===== src/rtl/irq_seq.sv =====
// Interrupt entry/return sequencer: picks the highest-priority pending source at an
// instruction boundary, saves PC/flags, and restores them on RETI. Optional IRQ_SEQ_AUTO_ACK_EN.
module irq_seq #(
  parameter logic [15:0] VECTOR_BASE   = 16'h0010,
  parameter int unsigned VECTOR_STRIDE = 4
) (
  input  logic        clk_i,
  input  logic        reset_i,
  input  logic [2:0]  irq_status_i,
  input  logic [2:0]  irq_enable_i,
  input  logic        instr_done_i,
  input  logic [15:0] cur_pc_i,
  input  logic [2:0]  cur_flags_i,
  input  logic        gie_set_i,
  input  logic        gie_clr_i,
  input  logic        reti_i,
  input  logic        vec_ack_i,
  output logic        take_irq_o,
  output logic [15:0] irq_vector_o,
  output logic [15:0] epc_o,
  output logic [2:0]  eflags_o,
  output logic        restore_o,
  output logic        gie_o,
  output logic        in_isr_o,
  output logic [15:0] ack_data_o,
  output logic        ack_write_o
);

  typedef enum logic [1:0] {StIdle, StReq, StIsr, StRet} state_e;

  state_e      state_q, state_d;
  logic        gie_q, gie_d;
  logic [15:0] epc_q, epc_d;
  logic [2:0]  eflags_q, eflags_d;
  logic [15:0] vec_q, vec_d;
  logic [2:0]  pend;
  logic [1:0]  id;
  logic [15:0] vec_calc;

`ifdef IRQ_SEQ_AUTO_ACK_EN
  logic [1:0] id_q, id_d;
  logic       ack_q, ack_d;
`endif

  // Bit 0 has the highest priority.
  always_comb begin
    pend = irq_status_i & irq_enable_i;
    if (pend[0])      id = 2'd0;
    else if (pend[1]) id = 2'd1;
    else              id = 2'd2;
    vec_calc = VECTOR_BASE + 16'(VECTOR_STRIDE) * {14'd0, id};
  end

  always_comb begin
    state_d  = state_q;
    gie_d    = gie_q;
    epc_d    = epc_q;
    eflags_d = eflags_q;
    vec_d    = vec_q;
`ifdef IRQ_SEQ_AUTO_ACK_EN
    id_d     = id_q;
    ack_d    = 1'b0;
`endif
    unique case (state_q)
      StIdle: begin
        if (gie_clr_i)      gie_d = 1'b0;
        else if (gie_set_i) gie_d = 1'b1;
        if (instr_done_i && gie_q && !gie_clr_i && (|pend)) begin
          state_d  = StReq;
          vec_d    = vec_calc;
          epc_d    = cur_pc_i;
          eflags_d = cur_flags_i;
          gie_d    = 1'b0;
`ifdef IRQ_SEQ_AUTO_ACK_EN
          id_d     = id;
`endif
        end
      end
      StReq: begin
        if (vec_ack_i) begin
          state_d = StIsr;
`ifdef IRQ_SEQ_AUTO_ACK_EN
          ack_d   = 1'b1;
`endif
        end
      end
      StIsr: begin
        if (reti_i) state_d = StRet;
      end
      StRet: begin
        gie_d   = 1'b1;
        state_d = StIdle;
      end
      default: state_d = StIdle;
    endcase
  end

  always_ff @(posedge clk_i) begin
    if (reset_i) begin
      state_q  <= StIdle;
      gie_q    <= 1'b0;
      epc_q    <= 16'h0;
      eflags_q <= 3'b0;
      vec_q    <= 16'h0;
`ifdef IRQ_SEQ_AUTO_ACK_EN
      id_q     <= 2'd0;
      ack_q    <= 1'b0;
`endif
    end else begin
      state_q  <= state_d;
      gie_q    <= gie_d;
      epc_q    <= epc_d;
      eflags_q <= eflags_d;
      vec_q    <= vec_d;
`ifdef IRQ_SEQ_AUTO_ACK_EN
      id_q     <= id_d;
      ack_q    <= ack_d;
`endif
    end
  end

  // Strobes are masked by reset so they drop in the reset cycle itself.
  assign take_irq_o   = (state_q == StReq) && !reset_i;
  assign restore_o    = (state_q == StRet) && !reset_i;
  assign in_isr_o     = (state_q == StIsr) || (state_q == StRet);
  assign gie_o        = gie_q;
  assign irq_vector_o = vec_q;
  assign epc_o        = epc_q;
  assign eflags_o     = eflags_q;

`ifdef IRQ_SEQ_AUTO_ACK_EN
  assign ack_write_o = ack_q && !reset_i;
  assign ack_data_o  = ack_q ? (16'h1 << id_q) : 16'h0;
`else
  assign ack_write_o = 1'b0;
  assign ack_data_o  = 16'h0;
`endif

endmodule

===== config.mk =====
export PLATFORM = sky130hd
export DESIGN_NAME = irq_seq
export DESIGN_NICKNAME = d
export VERILOG_FILES = /design/src/rtl/irq_seq.sv
export SDC_FILE = /design/constraint.sdc
export NUM_CORES = 1
export LEC_CHECK = 0
export CAP_MARGIN = 25
export CORE_UTILIZATION = 40
export DETAILED_ROUTE_END_ITERATION = 16
export DONT_BUFFER_PORTS = 1
export GPL_ROUTABILITY_DRIVEN = 0
export PLACE_DENSITY_LB_ADDON = 0.08
export SYNTH_ARGS = -nofsm -noshare
export SYNTH_HDL_FRONTEND = slang
export SYNTH_SLANG_ARGS = --single-unit
export TNS_END_PERCENT = 20

===== constraint.sdc =====
create_clock -name clk_i -period 2.6 [get_ports clk_i]
set_input_delay 0.39 -clock clk_i [delete_from_list [all_inputs] [get_ports clk_i]]
set_output_delay 0.39 -clock clk_i [all_outputs]
set_load 0.05 [all_outputs]

### After elaboration in Yosys (flattened, before gate mapping)

Index checks and enable logic that the tools add are counted.

| operators by class | value |
|---|---|
| bitwise logic cells | 1 |
| equality and inequality tests | 7 |
| muxes and demuxes | 10 |
| $add $sub $neg | 1 |
| reduce and logical (&&, ||, !) cells | 14 |

Operators with widths:

| operator | number |
|---|---|
| two-way mux 2 bit | 5 |
| one-hot mux 2 bit (4 select lines) | 1 |
| adder 5 x 4 -> 6 bit (first input constant) | 1 |
| != test 2 bit (second input constant) | 3 |
| logical AND 1 bit | 5 |
| == test 2 bit (second input constant) | 2 |
| != test 4 bit (second input constant) | 1 |
| AND reduction 2 bit | 2 |
| AND 3 bit | 1 |
| two-way mux 1 bit | 3 |
| AND reduction 3 bit | 1 |
| OR reduction 3 bit | 1 |
| == test 2 x 1 -> 1 bit (second input constant) | 1 |
| zero test 1 bit | 2 |
| zero test 2 bit | 1 |
| one-hot mux 1 bit (2 select lines) | 1 |
| nonzero test 2 bit | 1 |
| logical OR 1 bit | 1 |

| storage, ports and cells | value |
|---|---|
| bits of input ports | 32 |
| flip-flop bits (word level) | 38 |
| output and inout bits | 56 |

### Longest topological paths before layout

| depth | value |
|---|---|
| depth after elaboration | 5 |
| depth in mapped cells | 7 |

### Worst setup path before layout

OpenSTA, ideal clock, no wires.

| timing path | value |
|---|---|
| path kind | in2out |
| from | input reset_i |
| to | output restore_o |
| path buffers | 1 |
| stages on the path | 2 |
| arrival | 1.282 ns |
| slack | 0.928 ns |
| path through | clkbuf_1 > nor2b_1 |

| between the ends | value |
|---|---|
| longest elaborated chain between the ends | 2 |

Ends and longest elaborated chain:

| element | RTL line | source |
|---|---|---|
| start, declared | 8 | `input logic reset_i,` |
| zero test 1 bit | 124 | `assign restore_o = (state_q == StRet) && !reset_i;` |
| logical AND 1 bit | 124 |  |
| end, declared | 22 | `output logic restore_o,` |

No other way between the ends.

### Final worst setup path

| timing path | value |
|---|---|
| from | register state_q[0] |
| to | output in_isr_o |

| between the ends | value |
|---|---|
| longest elaborated chain between the ends | 2 |

Ends and longest elaborated chain:

| element | RTL line | source |
|---|---|---|
| start, declared | 31 | `state_e state_q, state_d;` |
| start signal, assigned | 100 | `state_q <= StIdle;` |
| start signal, assigned | 110 | `state_q <= state_d;` |
| == test 2 bit | 125 | `assign in_isr_o = (state_q == StIsr) \|\| (state_q == StRet);` |
| logical OR 1 bit * | 125 |  |
| end, declared | 24 | `output logic in_isr_o,` |

Mark *: on every way between the ends. The rest lies on a longest branch, timed or not.

==> flow_metrics.py <==
metrics = {
    "status": {
        "status": "finished, final reports clean",
    },
    "setup_path": {
        "r2r_start": "state_q[0]",
        "required_ns": 2.21,
        "crit_path_top_delay_cell": "or2_2",
        "r2r_end": "epc_o[15]",
        "critPathMaxFanout": 3,
        "reg2reg_slack_ns": 0.98,
        "slowest_delay_ns": 0.43,
        "reg2reg_depth": 6,
        "path_class": "register to output port",
        "worstSetupEndpointType": "output port",
        "crit_arrival_ns": 1.44,
        "start_kind": "register",
        "crit_chain": "inv_1 > ha_1 > or2_2",
        "crit_start": "state_q[0]",
        "endpoint": "in_isr_o",
    },
    "floorplan": {
        "coreArea_mm2": 0.003053,
        "io_pins": 88,
        "die-height_um": 58.71,
        "row_count": 20,
        "initial_utilization_pct": 42.13,
        "die-area_mm2": 0.003446,
        "dieWidth_um": 58.71,
    },
    "clock_network": {
        "cts_made_buffers": 3,
        "cts_tree": "yes",
        "cts_root_buf": "clkbuf_4",
        "cts_sinks": 25,
        "clock_latency_ns": 0.31,
        "clock_path_buffers": 2,
        "post_cts_buffers": 0,
        "cts_max_level": 1,
        "post_cts_resized": 0,
        "postCtsHoldBufs": 0,
        "path_clk_slew_ns": 0.13,
    },
    "sta": {
        "clock_skew_ns": 0.002654,
        "fin_crit_ns": 1.830,
        "max_freq_mhz": 546.6,
        "setup_tns_ns": 0,
        "slew_viol_final": 0,
        "post-route-period-util_pct": 70.37,
        "max-slew-margin-rel_pct": 64.01,
        "tightest_slew_ns": 0.5392,
        "final-setup-viol-count": 0,
        "rsz0062_at_grt": "false",
        "final_hold_viol_count": 0,
    },
    "pwr": {
        "p_int_mw": 0.5175,
        "ir_worst_vdd_mv": 0.2595,
        "p_leak_nw": 0.4784,
        "p_per_area_mw_per_mm2": 707.4,
        "power.share.clock_pct": 19.8,
        "combPwrFrac_pct": 28.3,
        "p_sw_share_pct": 40.58,
        "p_sw_mw": 0.3535,
        "seqPwrFrac_pct": 51.9,
    },
    "detailed_routing": {
        "first_pass_iters": 4,
        "first_iter_violations": 35,
        "via_per_inst": 4.441,
        "wl_per_cell_um": 11.28,
        "ant_nets": 0,
        "vias": 906,
        "drc": 0,
        "routed_wl_um": 2302,
    },
    "layout": {
        "n_fill_cell": 338,
        "syn_to_final_growth_pct": -4.280,
        "diodes": 0,
        "drive_above_1_share_pct": 9.375,
        "multi_input_area_um2": 614.3,
        "seq_area_um2": 500.5,
        "final_cell_area_mm2": 0.001231,
        "final_cells": 204,
        "nNetsFinal": 197,
    },
    "grt": {
        "grt.total_usage_pct": 12.64,
        "antenna_found_initial": 0,
        "grt_overflow": 0,
        "grt_max_degree": 29,
        "grt_pass1_wl_um": 3236,
        "grt_pass1_vias": 710,
    },
    "yosys": {
        "synth-warning-count": 0,
        "ys_seq_area_share_pct": 38.91,
        "avgSynthCellArea_um2": 7.989,
        "netlist-cell-type-count": 26,
        "syn-cell-area_mm2": 0.001286,
        "synth_cells": 161,
        "synth-seq-cells": 25,
    },
    "job": {
        "maxCapViolations": 0,
    },
    "place": {
        "io_buffers": 0,
        "hpwl_um": 1766,
        "place_area_mm2": 0.001204,
        "dp_cells": 200,
    },
    "worst_hold_path": {
        "min_path_type": "primary input to register",
    },
}
==> cells in the mapped netlist <==
library cell / n / area share (%)
buf_2: 2 / 0.78
mux2i_1: 1 / 0.78
nor3_1: 1 / 0.39
clkbuf_1: 3 / 0.88
or2_2: 1 / 0.49
nor2b_1: 3 / 1.5
conb_1: 1 / 0.29
nand3_1: 1 / 0.39
inv_1: 3 / 0.88
a211oi_1: 1 / 0.58
and2b_4: 1 / 0.78
a21oi_1: 20 / 7.8
a222oi_1: 1 / 0.78
nand2b_2: 1 / 0.68
ha_1: 4 / 3.9
o21ai_0: 2 / 0.78
and4b_1: 1 / 0.78
nand2_1: 43 / 13
nand3b_1: 1 / 0.58
buf_6: 2 / 1.8
nor2_1: 5 / 1.5
a21oi_2: 5 / 3.4
nand4_1: 1 / 0.49
dfxtp_1: 25 / 39
nand2b_1: 2 / 0.97
buf_4: 30 / 18
==> placed cells by master (no fill, tap or decap), drive strengths merged <==
cell type | synthesis | final
nand2b | 3 | 3
nor3 | 1 | 1
and2b | 1 | 1
a21oi | 25 | 25
nand3b | 1 | 1
mux2i | 1 | 1
a211oi | 1 | 1
nor2 | 5 | 5
nand4 | 1 | 1
o21ai | 2 | 2
nand2 | 43 | 43
nand3 | 1 | 1
conb | 1 | 30
or2 | 1 | 1
clkinv | 0 | 1
nor2b | 3 | 3
clkbuf | 3 | 3
and4b | 1 | 1
dfxtp | 25 | 25
ha | 4 | 4
buf | 34 | 3
a222oi | 1 | 1
inv | 3 | 3
==> worst min-delay path by stage <==
stage	startpoint	end	slack [ns]	depth (start not counted)
finish	reset_i	epc_o[12]	0.11	1
global route	reset_i	epc_o[12]	0.09	1
CTS	reset_i	epc_o[12]	0.1	1
detailed placement	reset_i	epc_o[12]	0.46	1
global placement	reset_i	epc_o[12]	0.45	1
floorplan	state_q[1]	state_q[1]	0.49	2
==> state kept, by name, summed over array words and instances (netlist names) <==
| register | flops |
|---|---|
| epc_o | 16 |
| state_q | 2 |
| gie_o | 1 |
| eflags_o | 3 |
| irq_vector_o | 3 |
==> per-layer routing <==
metal | vias to the layer above | global-route usage, % | part of all wire [%]
li1 | 460 | - | -
met1 | 395 | 14.64 | 41
met2 | 49 | 20.53 | 47
met3 | 2 | 4.835 | 11
met4 | 0 | 6.122 | 0.83
met5 | - | 0 | 0
==> power groups by stage <==
| stage | Combinational [mW] | Clock (mW) | Sequential [mW] |
|---|---|---|---|
| 2_1_floorplan | 0.247 | 0 | 0.473 |
| 3_3_place_gp | 0.246 | 0 | 0.462 |
| 3_5_place_dp | 0.246 | 0 | 0.462 |
| 4_1_cts | 0.247 | 0.182 | 0.453 |
| 5_1_grt | 0.268 | 0.193 | 0.455 |
| 6_report | 0.246 | 0.172 | 0.452 |
==> critical path, delay by kind of cell, from the launching register on <==
family	cells	cell delay, ns
buf+inv	1	0.09
simple gates	1	0.43
fa+ha+maj	1	0.22
flops	1	0.39
==> cell type report <==
cell class,instances,area share (%)
multi-input combinational,125,49.90
clock buffer,3,1.829
clock inverter,1,0.4065
timing repair buffer,3,1.829
sequential,25,40.65
tap,44,4.472
inverter,3,0.9146
==> stage by stage <==
stage | hold slack (ns) | setup WS, ns | utilization (%) | power, mW
floorplan | 0.4853 | 0.9280 | - | 0.7196
global placement | 0.4550 | 0.9172 | 39.43 | 0.7077
detailed placement | 0.4559 | 0.8137 | 39.43 | 0.7081
CTS | 0.09878 | 0.7480 | 40.33 | 0.8818
global route | 0.08684 | 0.7011 | 40.33 | 0.9160
finish | 0.1145 | 0.7703 | 40.33 | 0.8709
==> kinds of logic after synthesis <==
group,after synthesis,synth area share [%]
buffers and inverters,40,21.79
multiplexers,1,0.7782
flip-flops,25,38.91
adder cells (fa/ha/maj),4,3.891
AO/OA/AOI/OAI,29,13.33
other,1,0.2915
AND/OR/NAND/NOR,61,21.01
Power figures use the tool's default switching activity.
